**config.mk**
```make
export PLATFORM = sky130hd
export DESIGN_NAME = connection_block_sc
export DESIGN_NICKNAME = d
export VERILOG_FILES = /design/src/rtl/connection_block_sc_pkg.sv /design/src/rtl/connection_block_sc_muxn.sv /design/src/rtl/connection_block_sc.sv
export SDC_FILE = /design/constraint.sdc
export NUM_CORES = 1
export LEC_CHECK = 0
export ABC_AREA = 1
export CORE_UTILIZATION = 40
export CTS_CLUSTER_DIAMETER = 40
export CTS_CLUSTER_SIZE = 24
export DETAILED_ROUTE_END_ITERATION = 6
export GPL_ROUTABILITY_DRIVEN = 0
export HOLD_SLACK_MARGIN = 0.02
export PLACE_DENSITY_LB_ADDON = 0.3
export SYNTH_ARGS = -nofsm -noshare
export SYNTH_HDL_FRONTEND = slang
export SYNTH_HIERARCHICAL = 1
export SYNTH_SLANG_ARGS = --single-unit
```
**constraint.sdc**
```tcl
create_clock -name i_clk -period 2.6 [get_ports i_clk]
set_input_delay 0.26 -clock i_clk [delete_from_list [all_inputs] [get_ports i_clk]]
set_output_delay 0.26 -clock i_clk [all_outputs]
set_load 0.02 [all_outputs]
```
**src/rtl/connection_block_sc_pkg.sv**
```systemverilog
// cb_pkg: shared types and sizing helpers for connection_block_sc.
//   cb_state_e       configuration state machine encoding
//   cb_sel_out()     width of one track output-mux select
//   cb_sel_in()      width of one CLB input-mux select
//   cb_conf_width()  total configuration bits (shadow/active width)
//   cb_track_driver() which output mux (if any) owns a given track index
package cb_pkg;

  typedef enum logic [1:0] {
    IDLE  = 2'd0,
    SHIFT = 2'd1,
    ARMED = 2'd2,
    ERR   = 2'd3
  } cb_state_e;

  function automatic int cb_sel_out(input int clbout);
    return $clog2(2 * clbout + 1);
  endfunction

  function automatic int cb_sel_in(input int ws, input int wd, input int wg,
                                   input int clbx, input int clbout);
    return $clog2((ws + wd) * 2 + wg + clbx * clbout);
  endfunction

  function automatic int cb_conf_width(input int sel_out, input int sel_in,
                                       input int clbos, input int clbod,
                                       input int clbin);
    return 2 * sel_out * (clbos + clbod) + 2 * sel_in * clbin;
  endfunction

  // Returns the output-mux index that lands on track t after rotation, or -1
  // when the track is not CLB-drivable. The last matching mux wins.
  function automatic int cb_track_driver(input int t, input int n_mux,
                                         input int rot, input int n_trk);
    int r;
    r = -1;
    for (int i = 0; i < n_mux; i++) begin
      if (((i + rot) % n_trk) == t) r = i;
    end
    return r;
  endfunction

endpackage

```
**src/rtl/connection_block_sc_muxn.sv**
```systemverilog
// muxn: parametrised N:1 single-bit multiplexer.
//   i_data [N-1:0]  candidate inputs, index 0 first
//   i_sel  [SW-1:0] select; values >= N give 0
//   o_y             selected bit
// SW must satisfy 2**SW >= N.
module muxn #(
  parameter int N  = 4,
  parameter int SW = 2
) (
  input  logic [N-1:0]  i_data,
  input  logic [SW-1:0] i_sel,
  output logic          o_y
);

  localparam int PW = 1 << SW;

  // Zero-padding to the full select range makes out-of-range selects read 0.
  logic [PW-1:0] w_pad;

  assign w_pad = PW'(i_data);
  assign o_y   = w_pad[i_sel];

endmodule

```
**src/rtl/connection_block_sc.sv**
```systemverilog
// connection_block_sc: serially configured connection block between two CLBs
// and a unidirectional routing channel.
//   i_clk / i_rst_n             clock, asynchronous active-low reset
//   i_cfg_in/en/load/clear      bit-serial config chain and control
//   i_cfg_capture               (CB_CFG_READBACK_EN only) active -> shadow
//   o_cfg_out                   chain output (shadow MSB)
//   o_cfg_done / o_cfg_err      commit pulse / sticky short-load error
//   i_single*/o_single*         single tracks, both directions
//   i_double*/o_double*         double tracks, both directions
//   i_global                    global lines
//   i_clb*_output/o_clb*_input  CLB outputs / CLB input selections
//   i_clb*_cout/o_clb*_cin      direct carry crossover
// Optional feature macro: CB_CFG_READBACK_EN.
//
// state | meaning
// IDLE  | bit count 0, waiting for the first shift
// SHIFT | counting shifted bits towards CONF_WIDTH
// ARMED | full frame in shadow, cfg_load commits
// ERR   | load arrived early; counter frozen until cfg_clear
module connection_block_sc
  import cb_pkg::*;
#(
  parameter int WS         = 8,
  parameter int WD         = 8,
  parameter int WG         = 3,
  parameter int CLBIN      = 6,
  parameter int CLBOUT     = 1,
  parameter int CARRY      = 1,
  parameter int CLBOS      = 2,
  parameter int CLBOS_BIAS = 0,
  parameter int CLBOD      = 2,
  parameter int CLBOD_BIAS = 0,
  parameter int CLBX       = 1
) (
  input  logic              i_clk,
  input  logic              i_rst_n,
  input  logic              i_cfg_in,
  input  logic              i_cfg_en,
  input  logic              i_cfg_load,
  input  logic              i_cfg_clear,
`ifdef CB_CFG_READBACK_EN
  input  logic              i_cfg_capture,
`endif
  output logic              o_cfg_out,
  output logic              o_cfg_done,
  output logic              o_cfg_err,
  input  logic [WS-1:0]     i_single0_in,
  input  logic [WS-1:0]     i_single1_in,
  output logic [WS-1:0]     o_single0_out,
  output logic [WS-1:0]     o_single1_out,
  input  logic [WD-1:0]     i_double0_in,
  input  logic [WD-1:0]     i_double1_in,
  output logic [WD-1:0]     o_double0_out,
  output logic [WD-1:0]     o_double1_out,
  input  logic [WG-1:0]     i_global,
  input  logic [CLBOUT-1:0] i_clb0_output,
  input  logic [CLBOUT-1:0] i_clb1_output,
  input  logic [CARRY-1:0]  i_clb0_cout,
  input  logic [CARRY-1:0]  i_clb1_cout,
  output logic [CLBIN-1:0]  o_clb0_input,
  output logic [CLBIN-1:0]  o_clb1_input,
  output logic [CARRY-1:0]  o_clb0_cin,
  output logic [CARRY-1:0]  o_clb1_cin
);

  localparam int SEL_OUT    = cb_sel_out(CLBOUT);
  localparam int SEL_IN     = cb_sel_in(WS, WD, WG, CLBX, CLBOUT);
  localparam int CONF_WIDTH = cb_conf_width(SEL_OUT, SEL_IN, CLBOS, CLBOD, CLBIN);
  localparam int CNT_W      = $clog2(CONF_WIDTH + 1);
  localparam int N_OUT      = 2 * CLBOUT + 1;
  localparam int N_IN       = (WS + WD) * 2 + WG + CLBX * CLBOUT;
  localparam int WDH        = WD / 2;
  localparam int S_ROT      = (CLBOS_BIAS * CLBOS) % WS;
  localparam int D_ROT      = (CLBOD_BIAS * CLBOD) % WDH;
  localparam int D_BASE     = 2 * CLBOS * SEL_OUT;
  localparam int I0_BASE    = D_BASE + 2 * CLBOD * SEL_OUT;
  localparam int I1_BASE    = I0_BASE + CLBIN * SEL_IN;

  // ---------------------------------------------------------------- config
  cb_state_e              r_state, w_state_nxt;
  logic [CNT_W-1:0]       r_cnt, w_cnt_nxt, w_cnt_inc;
  logic [CONF_WIDTH-1:0]  r_shadow, w_shadow_nxt;
  logic [CONF_WIDTH-1:0]  r_active, w_active_nxt;
  logic                   r_done, w_done_nxt;

  assign w_cnt_inc = r_cnt + CNT_W'(1);

  always_ff @(posedge i_clk or negedge i_rst_n) begin
    if (!i_rst_n) begin
      r_state  <= IDLE;
      r_cnt    <= '0;
      r_shadow <= '0;
      r_active <= '0;
      r_done   <= 1'b0;
    end else begin
      r_state  <= w_state_nxt;
      r_cnt    <= w_cnt_nxt;
      r_shadow <= w_shadow_nxt;
      r_active <= w_active_nxt;
      r_done   <= w_done_nxt;
    end
  end

  // Priority: clear > capture > load > shift. A load or clear cycle never
  // shifts, so the chain and the bit count stay in step.
  always_comb begin
    w_state_nxt  = r_state;
    w_cnt_nxt    = r_cnt;
    w_shadow_nxt = r_shadow;
    w_active_nxt = r_active;
    w_done_nxt   = 1'b0;
    if (i_cfg_clear) begin
      w_state_nxt = IDLE;
      w_cnt_nxt   = '0;
    end
`ifdef CB_CFG_READBACK_EN
    else if (i_cfg_capture && (r_state == IDLE || r_state == ARMED)) begin
      w_shadow_nxt = r_active;
      w_cnt_nxt    = CNT_W'(CONF_WIDTH);
      w_state_nxt  = ARMED;
    end
`endif
    else if (i_cfg_load) begin
      case (r_state)
        ARMED: begin
          w_active_nxt = r_shadow;
          w_done_nxt   = 1'b1;
          w_state_nxt  = IDLE;
          w_cnt_nxt    = '0;
        end
        ERR:     ;
        default: w_state_nxt = ERR;
      endcase
    end else if (i_cfg_en) begin
      w_shadow_nxt = {r_shadow[CONF_WIDTH-2:0], i_cfg_in};
      case (r_state)
        IDLE, SHIFT: begin
          w_cnt_nxt   = w_cnt_inc;
          w_state_nxt = (w_cnt_inc == CNT_W'(CONF_WIDTH)) ? ARMED : SHIFT;
        end
        default: ;
      endcase
    end
  end

  assign o_cfg_out  = r_shadow[CONF_WIDTH-1];
  assign o_cfg_done = r_done;
  assign o_cfg_err  = (r_state == ERR);

  // ------------------------------------------------------ track output muxes
  // m0 feeds the track continuing direction 0 (single1_out), m1 the other.
  logic [CLBOS-1:0] w_s_drv0, w_s_drv1;
  logic [CLBOD-1:0] w_d_drv0, w_d_drv1;

  for (genvar gi = 0; gi < CLBOS; gi++) begin : g_smux
    localparam int K = (gi + S_ROT) % WS;
    logic [SEL_OUT-1:0] w_sel0, w_sel1;
    logic               w_m0, w_m1;
    assign w_sel0 = r_active[(2*gi)*SEL_OUT +: SEL_OUT];
    assign w_sel1 = r_active[(2*gi+1)*SEL_OUT +: SEL_OUT];
    muxn #(.N(N_OUT), .SW(SEL_OUT)) u_m0 (
      .i_data({i_clb1_output, i_clb0_output, i_single0_in[K]}),
      .i_sel (w_sel0),
      .o_y   (w_m0)
    );
    muxn #(.N(N_OUT), .SW(SEL_OUT)) u_m1 (
      .i_data({i_clb1_output, i_clb0_output, i_single1_in[K]}),
      .i_sel (w_sel1),
      .o_y   (w_m1)
    );
    assign w_s_drv0[gi] = (int'(w_sel0) < N_OUT) ? w_m0 : i_single0_in[K];
    assign w_s_drv1[gi] = (int'(w_sel1) < N_OUT) ? w_m1 : i_single1_in[K];
  end

  for (genvar gi = 0; gi < CLBOD; gi++) begin : g_dmux
    localparam int K = (gi + D_ROT) % WDH;
    logic [SEL_OUT-1:0] w_sel0, w_sel1;
    logic               w_m0, w_m1;
    assign w_sel0 = r_active[D_BASE + (2*gi)*SEL_OUT +: SEL_OUT];
    assign w_sel1 = r_active[D_BASE + (2*gi+1)*SEL_OUT +: SEL_OUT];
    muxn #(.N(N_OUT), .SW(SEL_OUT)) u_m0 (
      .i_data({i_clb1_output, i_clb0_output, i_double0_in[K]}),
      .i_sel (w_sel0),
      .o_y   (w_m0)
    );
    muxn #(.N(N_OUT), .SW(SEL_OUT)) u_m1 (
      .i_data({i_clb1_output, i_clb0_output, i_double1_in[K]}),
      .i_sel (w_sel1),
      .o_y   (w_m1)
    );
    assign w_d_drv0[gi] = (int'(w_sel0) < N_OUT) ? w_m0 : i_double0_in[K];
    assign w_d_drv1[gi] = (int'(w_sel1) < N_OUT) ? w_m1 : i_double1_in[K];
  end

  // Undriven tracks pass straight through with the direction swap.
  for (genvar gt = 0; gt < WS; gt++) begin : g_strk
    localparam int DI = cb_track_driver(gt, CLBOS, S_ROT, WS);
    if (DI >= 0) begin : g_drv
      assign o_single1_out[gt] = w_s_drv0[DI];
      assign o_single0_out[gt] = w_s_drv1[DI];
    end else begin : g_pass
      assign o_single1_out[gt] = i_single0_in[gt];
      assign o_single0_out[gt] = i_single1_in[gt];
    end
  end

  for (genvar gt = 0; gt < WD; gt++) begin : g_dtrk
    localparam int DI = cb_track_driver(gt, CLBOD, D_ROT, WDH);
    if (DI >= 0) begin : g_drv
      assign o_double1_out[gt] = w_d_drv0[DI];
      assign o_double0_out[gt] = w_d_drv1[DI];
    end else begin : g_pass
      assign o_double1_out[gt] = i_double0_in[gt];
      assign o_double0_out[gt] = i_double1_in[gt];
    end
  end

  // -------------------------------------------------------- CLB input muxes
  logic [N_IN-1:0] w_in_vec0, w_in_vec1;

  if (CLBX != 0) begin : g_x
    assign w_in_vec0 = {i_clb1_output, i_global, i_double1_in, i_double0_in,
                        i_single1_in, i_single0_in};
    assign w_in_vec1 = {i_clb0_output, i_global, i_double1_in, i_double0_in,
                        i_single1_in, i_single0_in};
  end else begin : g_nox
    assign w_in_vec0 = {i_global, i_double1_in, i_double0_in, i_single1_in, i_single0_in};
    assign w_in_vec1 = w_in_vec0;
  end

  for (genvar gj = 0; gj < CLBIN; gj++) begin : g_imux
    muxn #(.N(N_IN), .SW(SEL_IN)) u_c0 (
      .i_data(w_in_vec0),
      .i_sel (r_active[I0_BASE + gj*SEL_IN +: SEL_IN]),
      .o_y   (o_clb0_input[gj])
    );
    muxn #(.N(N_IN), .SW(SEL_IN)) u_c1 (
      .i_data(w_in_vec1),
      .i_sel (r_active[I1_BASE + gj*SEL_IN +: SEL_IN]),
      .o_y   (o_clb1_input[gj])
    );
  end

  assign o_clb1_cin = i_clb0_cout;
  assign o_clb0_cin = i_clb1_cout;

endmodule

```
==> results of run 1 <==
cell usage in the layout (no fill, tap or decap), types with 3 or more instances in the layout:
cell,n
sky130_fd_sc_hd__buf_12,41
sky130_fd_sc_hd__a21oi_1,35
sky130_fd_sc_hd__clkbuf_16,17
sky130_fd_sc_hd__clkdlybuf4s50_1,76
sky130_fd_sc_hd__dlygate4sd2_1,4
sky130_fd_sc_hd__inv_8,3
sky130_fd_sc_hd__o21ai_0,36
sky130_fd_sc_hd__inv_6,6
sky130_fd_sc_hd__inv_1,343
sky130_fd_sc_hd__dfrtp_1,170
sky130_fd_sc_hd__nor2_1,125
sky130_fd_sc_hd__o21ai_1,178
sky130_fd_sc_hd__inv_2,16
sky130_fd_sc_hd__o22ai_1,15
sky130_fd_sc_hd__nand2_2,36
sky130_fd_sc_hd__nand2_1,695
sky130_fd_sc_hd__nand4_1,16
sky130_fd_sc_hd__nand3_1,252
sky130_fd_sc_hd__dlymetal6s2s_1,8
sky130_fd_sc_hd__buf_4,22
sky130_fd_sc_hd__a31oi_1,8
sky130_fd_sc_hd__inv_4,12
sky130_fd_sc_hd__dfrtp_2,16
layer usage:
layer	part of all wire [%]	global-route usage, %	vias to the layer above
met3	6.7	3.74	108
met5	0	0	-
met1	45	31.6	5950
met2	45	36.0	442
met4	3.8	11.0	0
li1	-	-	6521
critical path, stage by stage, from the launching register on:
cell                            delay (ns)
sky130_fd_sc_hd__dfrtp_1              0.53
sky130_fd_sc_hd__inv_2                0.22
sky130_fd_sc_hd__nand3_1              0.10
sky130_fd_sc_hd__nand3_1              0.09
sky130_fd_sc_hd__nand2_1              0.06
sky130_fd_sc_hd__nor2_1               0.11
sky130_fd_sc_hd__nand2_1              0.09
sky130_fd_sc_hd__nand3_1              0.11
sky130_fd_sc_hd__nand2_1              0.08
sky130_fd_sc_hd__dlygate4sd2_1        0.32
cell type report:
class,count,area (um^2)
multi-input combinational,1405,6160
tap,442,553
clock inverter,15,180
clock buffer,17,425
sequential,186,4670
fill,3216,17100
timing repair buffer,155,1930
inverter,372,1430
path summary, 6_finish.rpt:
| check | endpoint | start |
|---|---|---|
| max reg2reg | r_active[59]$_DFFE_PN0P_ | r_state[1]$_DFFE_PN0P_ |
| min | r_shadow[43]$_DFFE_PN0P_ | i_rst_n |
| min in group i_clk | r_shadow[0]$_DFFE_PN0P_ | i_cfg_in |
| max in group asynchronous | r_active[6]$_DFFE_PN0P_ | i_rst_n |
| min reg2reg | r_shadow[82]$_DFFE_PN0P_ | r_shadow[82]$_DFFE_PN0P_ |
| max | o_clb1_input[1] | r_active[59]$_DFFE_PN0P_ |
power groups by stage:
stage	sequential, W	clock, W	combinational, W
6_report	0.00428	0.00273	0.00491
5_1_grt	0.00438	0.00290	0.00556
4_1_cts	0.00425	0.00279	0.00492
3_5_place_dp	0.00428	0	0.00487
3_3_place_gp	0.00426	0	0.00478
2_1_floorplan	0.00397	0	0.00380
sequential cells by signal, summed over array words and instances, names as in the netlist:
| name | cells |
|---|---|
| o_cfg_done | 1 |
| r_shadow | 88 |
| r_state | 2 |
| r_cnt | 7 |
| r_active | 88 |
logic make-up (layout without fill, tap and decap cells):
group	after synthesis	in the layout	synth area share [%]
flops	186	186	35.3
simple gates	1129	1129	35.6
compound gates	275	275	10.8
buf+inv	484	559	18.2
fa+ha+maj	1	1	0.0948
what timing repair did:
action	in CTS	in global routing
setup endpoints to repair	10	8
pin swaps	0	0
hold buffers	1	0
resized for setup	25	17
setup buffers	5	0
hold endpoints to repair	62	0
through the flow:
step / util (%) / instance area [um^2] / power (W) / std cells
finish: 47.3 / 15300 / 0.0119 / 2592
global placement: 45.1 / 14600 / 0.00904 / 2554
global route: 47.3 / 15300 / 0.0128 / 2592
detailed placement: 45.1 / 14600 / 0.00916 / 2554
CTS: 47.2 / 15300 / 0.0120 / 2592
floorplan: - / 13200 / 0.00777 / 2075
==> results_dict.tcl, run 1 <==
set metrics [dict create \
    dp_worst_setup_slack_ns 0.118 \
    dr.pass1.iters 5 \
    placementRows 66 \
    final_min_period_over_clock_period_pct 93.0 \
    wire_length_of_the_first_global_routing_pass_um 62100 \
    core_area_mm2 0.0325 \
    vert_die_dim_um 184 \
    drt_first_iter_violations 1241 \
    die_footprint_mm2 0.0337 \
    cts-root-buf "sky130_fd_sc_hd__clkbuf_16" \
    min_period_ns 2.42 \
    hold_slack_ns 0.370 \
    vdd_ir_drop_max_mv 0.487 \
    dr_drc_count 0 \
    yosys.area.top_type "sky130_fd_sc_hd__dfrtp_1" \
    fin_setup_tns_ns 0 \
    postSynth.asyncResetShare_pct 100 \
    crit_required_ns 2.34 \
    power_frac_comb_pct 41.2 \
    grtUsageTotal_pct 23.2 \
    synthFlopType "sky130_fd_sc_hd__dfrtp_1" \
    drt.antenna.violating_nets 0 \
    netlist_instances 2075 \
    setup_ws_ns 0.183 \
    power.net_switching_w 0.00499 \
    detailroute.via_count 13000 \
    number_of_enable_flip_flop_cells_after_synthesis 0 \
    p_leak_nw 7.70 \
    mean_instance_size_in_the_synthesized_netlist_um2 6.36 \
    pwr_density_cell_mw_per_mm2 777 \
    tritoncts "yes" \
    grt.overflow.total 0 \
    post_route_cells_drive_above_1_share_pct 8.56 \
    timing.critical_path.arrival_ns 2.16 \
    worst-slew-pin-transition_ns 0.734 \
    clock_insertion_delay_worst_skew_ns 0.45 \
    ys_ff_latch 186 \
    worstRegToRegCells 6 \
    aggregate_routed_wire_length_um 38100 \
    floorplan.initialDensity_pct 40.7 \
    grt_antenna_before_repair 1 \
    clk_path_buf_depth 2 \
    sw_share_pct 41.9 \
    finClkSkew_ns 0.00969 \
    layout-area-overhead-vs-synth_pct 16.3 \
    worstPathMaxFanout 11 \
    timing_max_transition_violations_final 0 \
    n_antenna_cell 0 \
    wire_per_inst_um 14.7 \
    synth.lib_cells_used.distinct 26 \
    grt_start_max_net_pins 177 \
    setup_viol 0 \
    synth.most_common_cell "sky130_fd_sc_hd__nand2_1" \
    cts.htree.levels 4 \
    numCtsBuffers 17 \
    holdCritPathClass "in2async" \
    relative_slew_margins_pct 51.1 \
    ys_top_cells_by_count "sky130_fd_sc_hd__nand2_1, sky130_fd_sc_hd__inv_1, sky130_fd_sc_hd__nand3_1, sky130_fd_sc_hd__dfrtp_1, sky130_fd_sc_hd__o21ai_1" \
    power.share.clock_pct 22.9 \
    hpwlAfterDp_um 24600 \
    clock_sink_count 186 \
    startpoint_class "flop" \
    placement.io_buffers 89 \
    timing.fmax_mhz 414 \
    yosys-top-cells-area "sky130_fd_sc_hd__dfrtp_1, sky130_fd_sc_hd__nand2_1, sky130_fd_sc_hd__inv_1" \
    grt_pass1_vias 11900 \
    cap_viol_max_count 0 \
    final_nets 2183 \
    fp.dieW_um 184 \
    critical_path_class "reg2out" \
    viasPerCell 5.02 \
    p_seq_share_pct 35.9 \
    synth.net_count 2121 \
    crit_path_end_kind "primary output" \
    grt_setup_unrepaired "false" \
    final-hold-violation-count 0 \
    share_of_the_synthesized_area_in_the_top_cell_type_pct 35.3 \
    cell_internal_power_w 0.00693 \
    clk_pin_slew_ns 0.07 \
    synth_area_mm2 0.0132 \
    run_status "finished, final reports clean" \
    timing.reg2reg.setup_slack_ns 1.05 \
    yosysSeqAreaShare_pct 35.3 \
    synth_warnings 6 \
    ios 94 \
]
(Power assumes the default switching activity.)
==> run 2, diff against run 1 <==
--- a/config.mk
+++ b/config.mk
@@ -10,6 +10,7 @@
 export CTS_CLUSTER_DIAMETER = 40
 export CTS_CLUSTER_SIZE = 24
 export DETAILED_ROUTE_END_ITERATION = 6
+export DONT_BUFFER_PORTS = 1
 export GPL_ROUTABILITY_DRIVEN = 0
 export HOLD_SLACK_MARGIN = 0.02
 export PLACE_DENSITY_LB_ADDON = 0.3
==> run 2 against run 1 <==
Net effect: the flow now finishes with violations (negative hold slack); utilization is 5.6 points lower; hold slack got worse by 0.85 ns; via count is 4.3% lower; clock skew up 0.0028 ns; critical path depth did not move; die area stayed put; register-to-register slack lost 0.12 ns; critical endpoint is now o_clb0_input[2]; sequential power is essentially flat; power fell by 8.7%; global-route usage is 0.31 points lower; largest power group is now registers.
==> results_dict.tcl, run 2 (synthesis results as in run 1) <==
set metrics [dict create \
    reg.largest.list "r_active x88, r_shadow x88, r_cnt x7" \
    clk_pin_slew_ns 0.07 \
    grt_pass1_vias 11300 \
    core_area_mm2 0.0325 \
    grtUsageMet1_pct 29.6 \
    cts.htree.levels 4 \
    crit_end "o_clb0_input[2]" \
    total_cell_area_at_the_placement_stage_mm2 0.0129 \
    cap_viol_max_count 0 \
    p_leak_nw 6.84 \
    viasPerCell 5.08 \
    crit_path_end_kind "primary output" \
    drt.antenna.violating_nets 0 \
    critical_path_class "reg2out" \
    pwr_density_cell_mw_per_mm2 805 \
    global_route.usage.met3_pct 4.52 \
    detailroute.via_count 12500 \
    hold_slack_ns -0.484 \
    cts-root-buf "sky130_fd_sc_hd__clkbuf_16" \
    timing_max_transition_violations_final 0 \
    holdCritPathClass "in2async" \
    run_status "finished, violations left" \
    post_route_cells_drive_above_1_share_pct 5.86 \
    n_antenna_cell 0 \
    dr.pass1.iters 5 \
    dr_drc_count 0 \
    grt_start_max_net_pins 187 \
    wire_length_of_the_first_global_routing_pass_um 60400 \
    vdd_ir_drop_max_mv 0.457 \
    reg2reg_from "r_state[1]$_DFFE_PN0P_" \
    worst-slew-pin-transition_ns 0.561 \
    finClkSkew_ns 0.0125 \
    postCtsSetupRepairBufs 0 \
    clock_insertion_delay_worst_skew_ns 0.44 \
    placementRows 66 \
    layout-area-overhead-vs-synth_pct 2.53 \
    holdBufCountCts 3 \
    start_point_of_the_critical_path "r_active[28]$_DFFE_PN0P_" \
    grt_use_met2_pct 36.4 \
    layout.cells.most_common_list "sky130_fd_sc_hd__nand2_1, sky130_fd_sc_hd__inv_1, sky130_fd_sc_hd__nand3_1" \
    numCtsBuffers 17 \
    grt_antenna_before_repair 0 \
    final_nets 2046 \
    final-hold-violation-count 186 \
    fin_setup_tns_ns 0 \
    aggregate_routed_wire_length_um 37700 \
    fin_area_mm2 0.0135 \
    top_usage_layer "met2" \
    final_common_cell "sky130_fd_sc_hd__nand2_1" \
    die_footprint_mm2 0.0337 \
    ios 94 \
    grtUsageTotal_pct 22.9 \
    grt.overflow.total 0 \
    hpwlAfterDp_um 23100 \
    drt_first_iter_violations 1129 \
    timing.reg2reg.setup_slack_ns 0.93 \
    timing.fmax_mhz 437 \
    fin_total_pwr_w 0.0109 \
    floorplan.initialDensity_pct 40.7 \
    crit_required_ns 2.34 \
    relative_slew_margins_pct 62.4 \
    failed_checks "negative hold slack" \
    placement.io_buffers 0 \
    clock_sink_count 186 \
    n_fill_cell 3331 \
    setup_viol 0 \
    clk_path_buf_depth 2 \
    vert_die_dim_um 184 \
    min_period_ns 2.29 \
    final_min_period_over_clock_period_pct 88.1 \
    grt_setup_unrepaired "false" \
    worstPathMaxFanout 12 \
    wire_per_inst_um 15.4 \
    fp.dieW_um 184 \
    startpoint_class "flop" \
    final_core_utilization_pct 41.7 \
    regToRegEndpoint "r_active[36]$_DFFE_PN0P_" \
    worstRegToRegCells 6 \
    tritoncts "yes" \
    timing.critical_path.arrival_ns 2.03 \
]
[run 2: cell count changes in the layout (fill, tap and decap cells not counted), moves of 3 or more]
cell / previous run / this run
sky130_fd_sc_hd__inv_2: 16 / 28
sky130_fd_sc_hd__dlygate4sd2_1: 4 / 0
sky130_fd_sc_hd__clkdlybuf4s50_1: 76 / 0
sky130_fd_sc_hd__clkinvlp_4: 1 / 4
sky130_fd_sc_hd__inv_4: 12 / 0
sky130_fd_sc_hd__dlymetal6s2s_1: 8 / 0
sky130_fd_sc_hd__inv_6: 6 / 2
sky130_fd_sc_hd__dfrtp_1: 170 / 185
sky130_fd_sc_hd__buf_4: 22 / 14
sky130_fd_sc_hd__buf_12: 41 / 1
sky130_fd_sc_hd__dfrtp_2: 16 / 1
[run 2: metal layers]
layer	vias to the layer above	share of wire, %
met2	461	45
met5	-	0
li1	6236	-
met1	5642	43
met3	128	7.7
met4	0	4.5
[run 2: where the power goes]
group,internal [W],switching (W)
combinational,0.00136,0.00250
clock,0.00146,0.00127
sequential,0.00353,0.000767
[run 2: what timing repair did]
action | 4_1_cts | 5_1_grt
setup endpoints to repair | 0 | 1
resized for setup | 0 | 1
endpoints found under the hold margin | 189 | 186
[run 2: area by class of cell]
cell class / count / area [um^2] / share of cell area [%]
Multi-Input combinational cell: 1405 / 6160 / 45.5
Timing Repair Buffer: 18 / 155 / 1.15
Inverter: 372 / 1400 / 10.3
Clock buffer: 17 / 425 / 3.14
Clock inverter: 15 / 181 / 1.34
Tap cell: 442 / 553 / 4.09
Sequential cell: 186 / 4660 / 34.4
[run 2: through the flow]
stage / std cells / worst slack, ns
floorplan: 2075 / 1.13
global placement: 2420 / 0.632
detailed placement: 2420 / 0.599
CTS: 2455 / 0.114
global route: 2455 / 0.144
finish: 2455 / 0.310
[run 2: how the worst min path moves through the flow]
| stage | endpoint | slack [ns] | cells after the start |
|---|---|---|---|
| 2_1_floorplan | o_cfg_done$_DFF_PN0_ | -0.04 | 0 |
| 6_report | r_active[45]$_DFFE_PN0P_ | -0.48 | 0 |
| 3_5_place_dp | r_active[42]$_DFFE_PN0P_ | -0.03 | 0 |
| 3_3_place_gp | r_shadow[43]$_DFFE_PN0P_ | -0.03 | 0 |
| 5_1_grt | r_active[42]$_DFFE_PN0P_ | -0.50 | 0 |
| 4_1_cts | r_shadow[44]$_DFFE_PN0P_ | -0.51 | 0 |
[run 2: critical path, cell delays in order, from the launching register on]
cell                      delay (ns)
sky130_fd_sc_hd__dfrtp_1        0.59
sky130_fd_sc_hd__buf_4          0.27
sky130_fd_sc_hd__nor2_1         0.06
sky130_fd_sc_hd__nor2_1         0.09
sky130_fd_sc_hd__nand2_1        0.06
sky130_fd_sc_hd__nand3_1        0.06
sky130_fd_sc_hd__nand3_1        0.10
sky130_fd_sc_hd__nand2_1        0.08
sky130_fd_sc_hd__nand3_1        0.06
sky130_fd_sc_hd__nand2_1        0.22
==> run 3, diff against run 2 <==
--- a/config.mk
+++ b/config.mk
@@ -12,7 +12,7 @@
 export DETAILED_ROUTE_END_ITERATION = 6
 export DONT_BUFFER_PORTS = 1
 export GPL_ROUTABILITY_DRIVEN = 0
-export HOLD_SLACK_MARGIN = 0.02
+export HOLD_SLACK_MARGIN = 0.15
 export PLACE_DENSITY_LB_ADDON = 0.3
 export SYNTH_ARGS = -nofsm -noshare
 export SYNTH_HDL_FRONTEND = slang
==> constraint.sdc (replaced) <==
create_clock -name i_clk -period 2.6 [get_ports i_clk]
set_input_delay 0.52 -clock i_clk [delete_from_list [all_inputs] [get_ports i_clk]]
set_output_delay 0.52 -clock i_clk [all_outputs]
set_load 0.02 [all_outputs]
==> run 3 against run 2 <==
Net effect: the run still ends with negative hold slack left; final cell count unchanged; die area unchanged; count of clock-buffer cells in the layout increased by 2; worst setup slack got worse by 0.15 ns; highest routed layer unchanged.
==> results_dict.tcl, run 3 (synthesis results as in run 1) <==
set metrics [dict create \
    run_status "finished, violations left" \
    failed_checks "negative hold slack" \
    setup_viol 0 \
    ios 94 \
    dr.pass1.iters 5 \
    layout.cells.most_common_list "sky130_fd_sc_hd__nand2_1, sky130_fd_sc_hd__inv_1, sky130_fd_sc_hd__nand3_1" \
    crit_required_ns 2.08 \
    grt.overflow.total 0 \
    grt_pass1_vias 11400 \
    detailroute.via_count 12600 \
    hpwlAfterDp_um 23300 \
    postCtsSetupRepairBufs 0 \
    wire_length_of_the_first_global_routing_pass_um 60800 \
    clk_pin_slew_ns 0.07 \
    n_fill_cell 3433 \
    timing.fmax_mhz 411 \
    hold_slack_ns -0.224 \
    final-hold-violation-count 186 \
    cts-root-buf "sky130_fd_sc_hd__clkbuf_16" \
    core_area_mm2 0.0325 \
    viasPerCell 5.11 \
    clk_path_buf_depth 2 \
    wire_per_inst_um 15.5 \
    drt.antenna.violating_nets 0 \
    path_cells "inv_2 > nor2_1 > nand2_1 > nand3_1 > nand3_1 > nand2_1 > nand3_1 > nand2_1" \
    fin_setup_tns_ns 0 \
    grtUsageTotal_pct 23.1 \
    timing_max_transition_violations_final 0 \
    critical_path_class "reg2out" \
    grt_setup_unrepaired "false" \
    finClkSkew_ns 0.00644 \
    reg2reg_from "r_state[1]$_DFFE_PN0P_" \
    relative_slew_margins_pct 57.2 \
    holdCritPathClass "in2async" \
    worstRegToRegCells 6 \
    timing.critical_path.slowest_stage_cell "sky130_fd_sc_hd__dfrtp_1" \
    die_footprint_mm2 0.0337 \
    clock_insertion_delay_worst_skew_ns 0.44 \
    regToRegEndpoint "r_active[52]$_DFFE_PN0P_" \
    timing.reg2reg.setup_slack_ns 0.97 \
    min_period_ns 2.43 \
    cts.htree.levels 4 \
    worstPathMaxFanout 11 \
    dr_drc_count 0 \
    timing.critical_path.arrival_ns 1.91 \
    numCtsBuffers 17 \
    tritoncts "yes" \
    drt_first_iter_violations 1200 \
    fp.dieW_um 184 \
    floorplan.initialDensity_pct 40.7 \
    post_route_cells_drive_above_1_share_pct 6.27 \
    final_min_period_over_clock_period_pct 93.6 \
    vert_die_dim_um 184 \
    p_leak_nw 6.83 \
    pwr_density_cell_mw_per_mm2 802 \
    grt_antenna_before_repair 0 \
    cap_viol_max_count 0 \
    aggregate_routed_wire_length_um 38100 \
    layout-area-overhead-vs-synth_pct 2.50 \
    startpoint_class "flop" \
    crit_path_end_kind "primary output" \
    clock_sink_count 186 \
    grt_start_max_net_pins 187 \
    reg.largest.list "r_active x88, r_shadow x88, r_cnt x7" \
    placement.io_buffers 0 \
    vdd_ir_drop_max_mv 0.462 \
    placementRows 66 \
    final_core_utilization_pct 41.7 \
    final_nets 2044 \
    max_stage_delay_ns 0.59 \
    worst-slew-pin-transition_ns 0.642 \
    final_common_cell "sky130_fd_sc_hd__nand2_1" \
]
## run 3: cell count changes in the layout (fill, tap and decap cells not counted), sizes merged
cell | previous run | this run
diode | 0 | 2
clkbuf | 17 | 19
dlygate4sd3 | 3 | 0
clkinvlp | 4 | 1
buf | 15 | 16
clkinv | 3 | 5
inv | 378 | 377
## run 3: routing by layer
metal | share of wire (%) | GRT usage (%) | vias to the layer above
li1 | - | - | 6245
met1 | 43 | 29.7 | 5671
met2 | 45 | 36.4 | 507
met3 | 7.9 | 5.05 | 127
met4 | 4.8 | 12.3 | 0
met5 | 0 | 0 | -
## run 3: timing repair
action,CTS,global route
setup endpoints to repair,0,9
hold endpoints to repair,186,186
gates resized for setup,0,12
## run 3: cell type report
cell class / instances / area, um^2 / share of cell area [%]
multi-input cells: 1405 / 6160 / 45.5
inverters: 372 / 1400 / 10.4
diodes: 2 / 5.00 / 0.0370
repair buffers: 16 / 145 / 1.07
well taps: 442 / 553 / 4.09
flip-flops and latches: 186 / 4670 / 34.5
clock inverters: 13 / 159 / 1.18
clock buffers: 19 / 433 / 3.20
## run 3: worst max-delay path: cells and delay by family (launching register included)
| family | cells | cell delay, ns |
|---|---|---|
| buffers and inverters | 1 | 0.17 |
| flip-flops | 1 | 0.59 |
| AND/OR/NAND/NOR | 7 | 0.70 |
## run 3: metrics by stage
| stage | setup slack, ns | total power [W] | area, um^2 | cells | hold WS (ns) |
|---|---|---|---|---|---|
| 2_1_floorplan | 0.868 | 0.00777 | 13200 | 2075 | 0.224 |
| 3_3_place_gp | 0.573 | 0.00806 | 12900 | 2421 | 0.233 |
| 3_5_place_dp | 0.527 | 0.00815 | 12900 | 2421 | 0.233 |
| 4_1_cts | 0.0476 | 0.0109 | 13500 | 2453 | -0.243 |
| 5_1_grt | 0.000928 | 0.0117 | 13500 | 2453 | -0.247 |
| 6_report | 0.165 | 0.0109 | 13500 | 2455 | -0.224 |
## run 3: worst max path at each step
stage | to | from | slack [ns] | cells past startpoint
6_report | o_clb0_input[3] | r_active[35]$_DFFE_PN0P_ | 0.17 | 8
5_1_grt | o_clb1_input[4] | r_active[76]$_DFFE_PN0P_ | 0.0009 | 9
4_1_cts | o_clb0_input[0] | r_active[16]$_DFFE_PN0P_ | 0.05 | 8
3_5_place_dp | o_clb0_input[0] | r_active[16]$_DFFE_PN0P_ | 0.53 | 8
3_3_place_gp | o_clb0_input[0] | r_active[16]$_DFFE_PN0P_ | 0.57 | 9
2_1_floorplan | o_clb0_input[0] | r_active[16]$_DFFE_PN0P_ | 0.87 | 9
## run 3: power breakdown
part	switching [W]	total (W)	internal, W	leakage [nW]
sequential	0.000763	0.00430	0.00354	2.51
combinational	0.00250	0.00387	0.00137	4.03
clock	0.00124	0.00269	0.00145	0.288
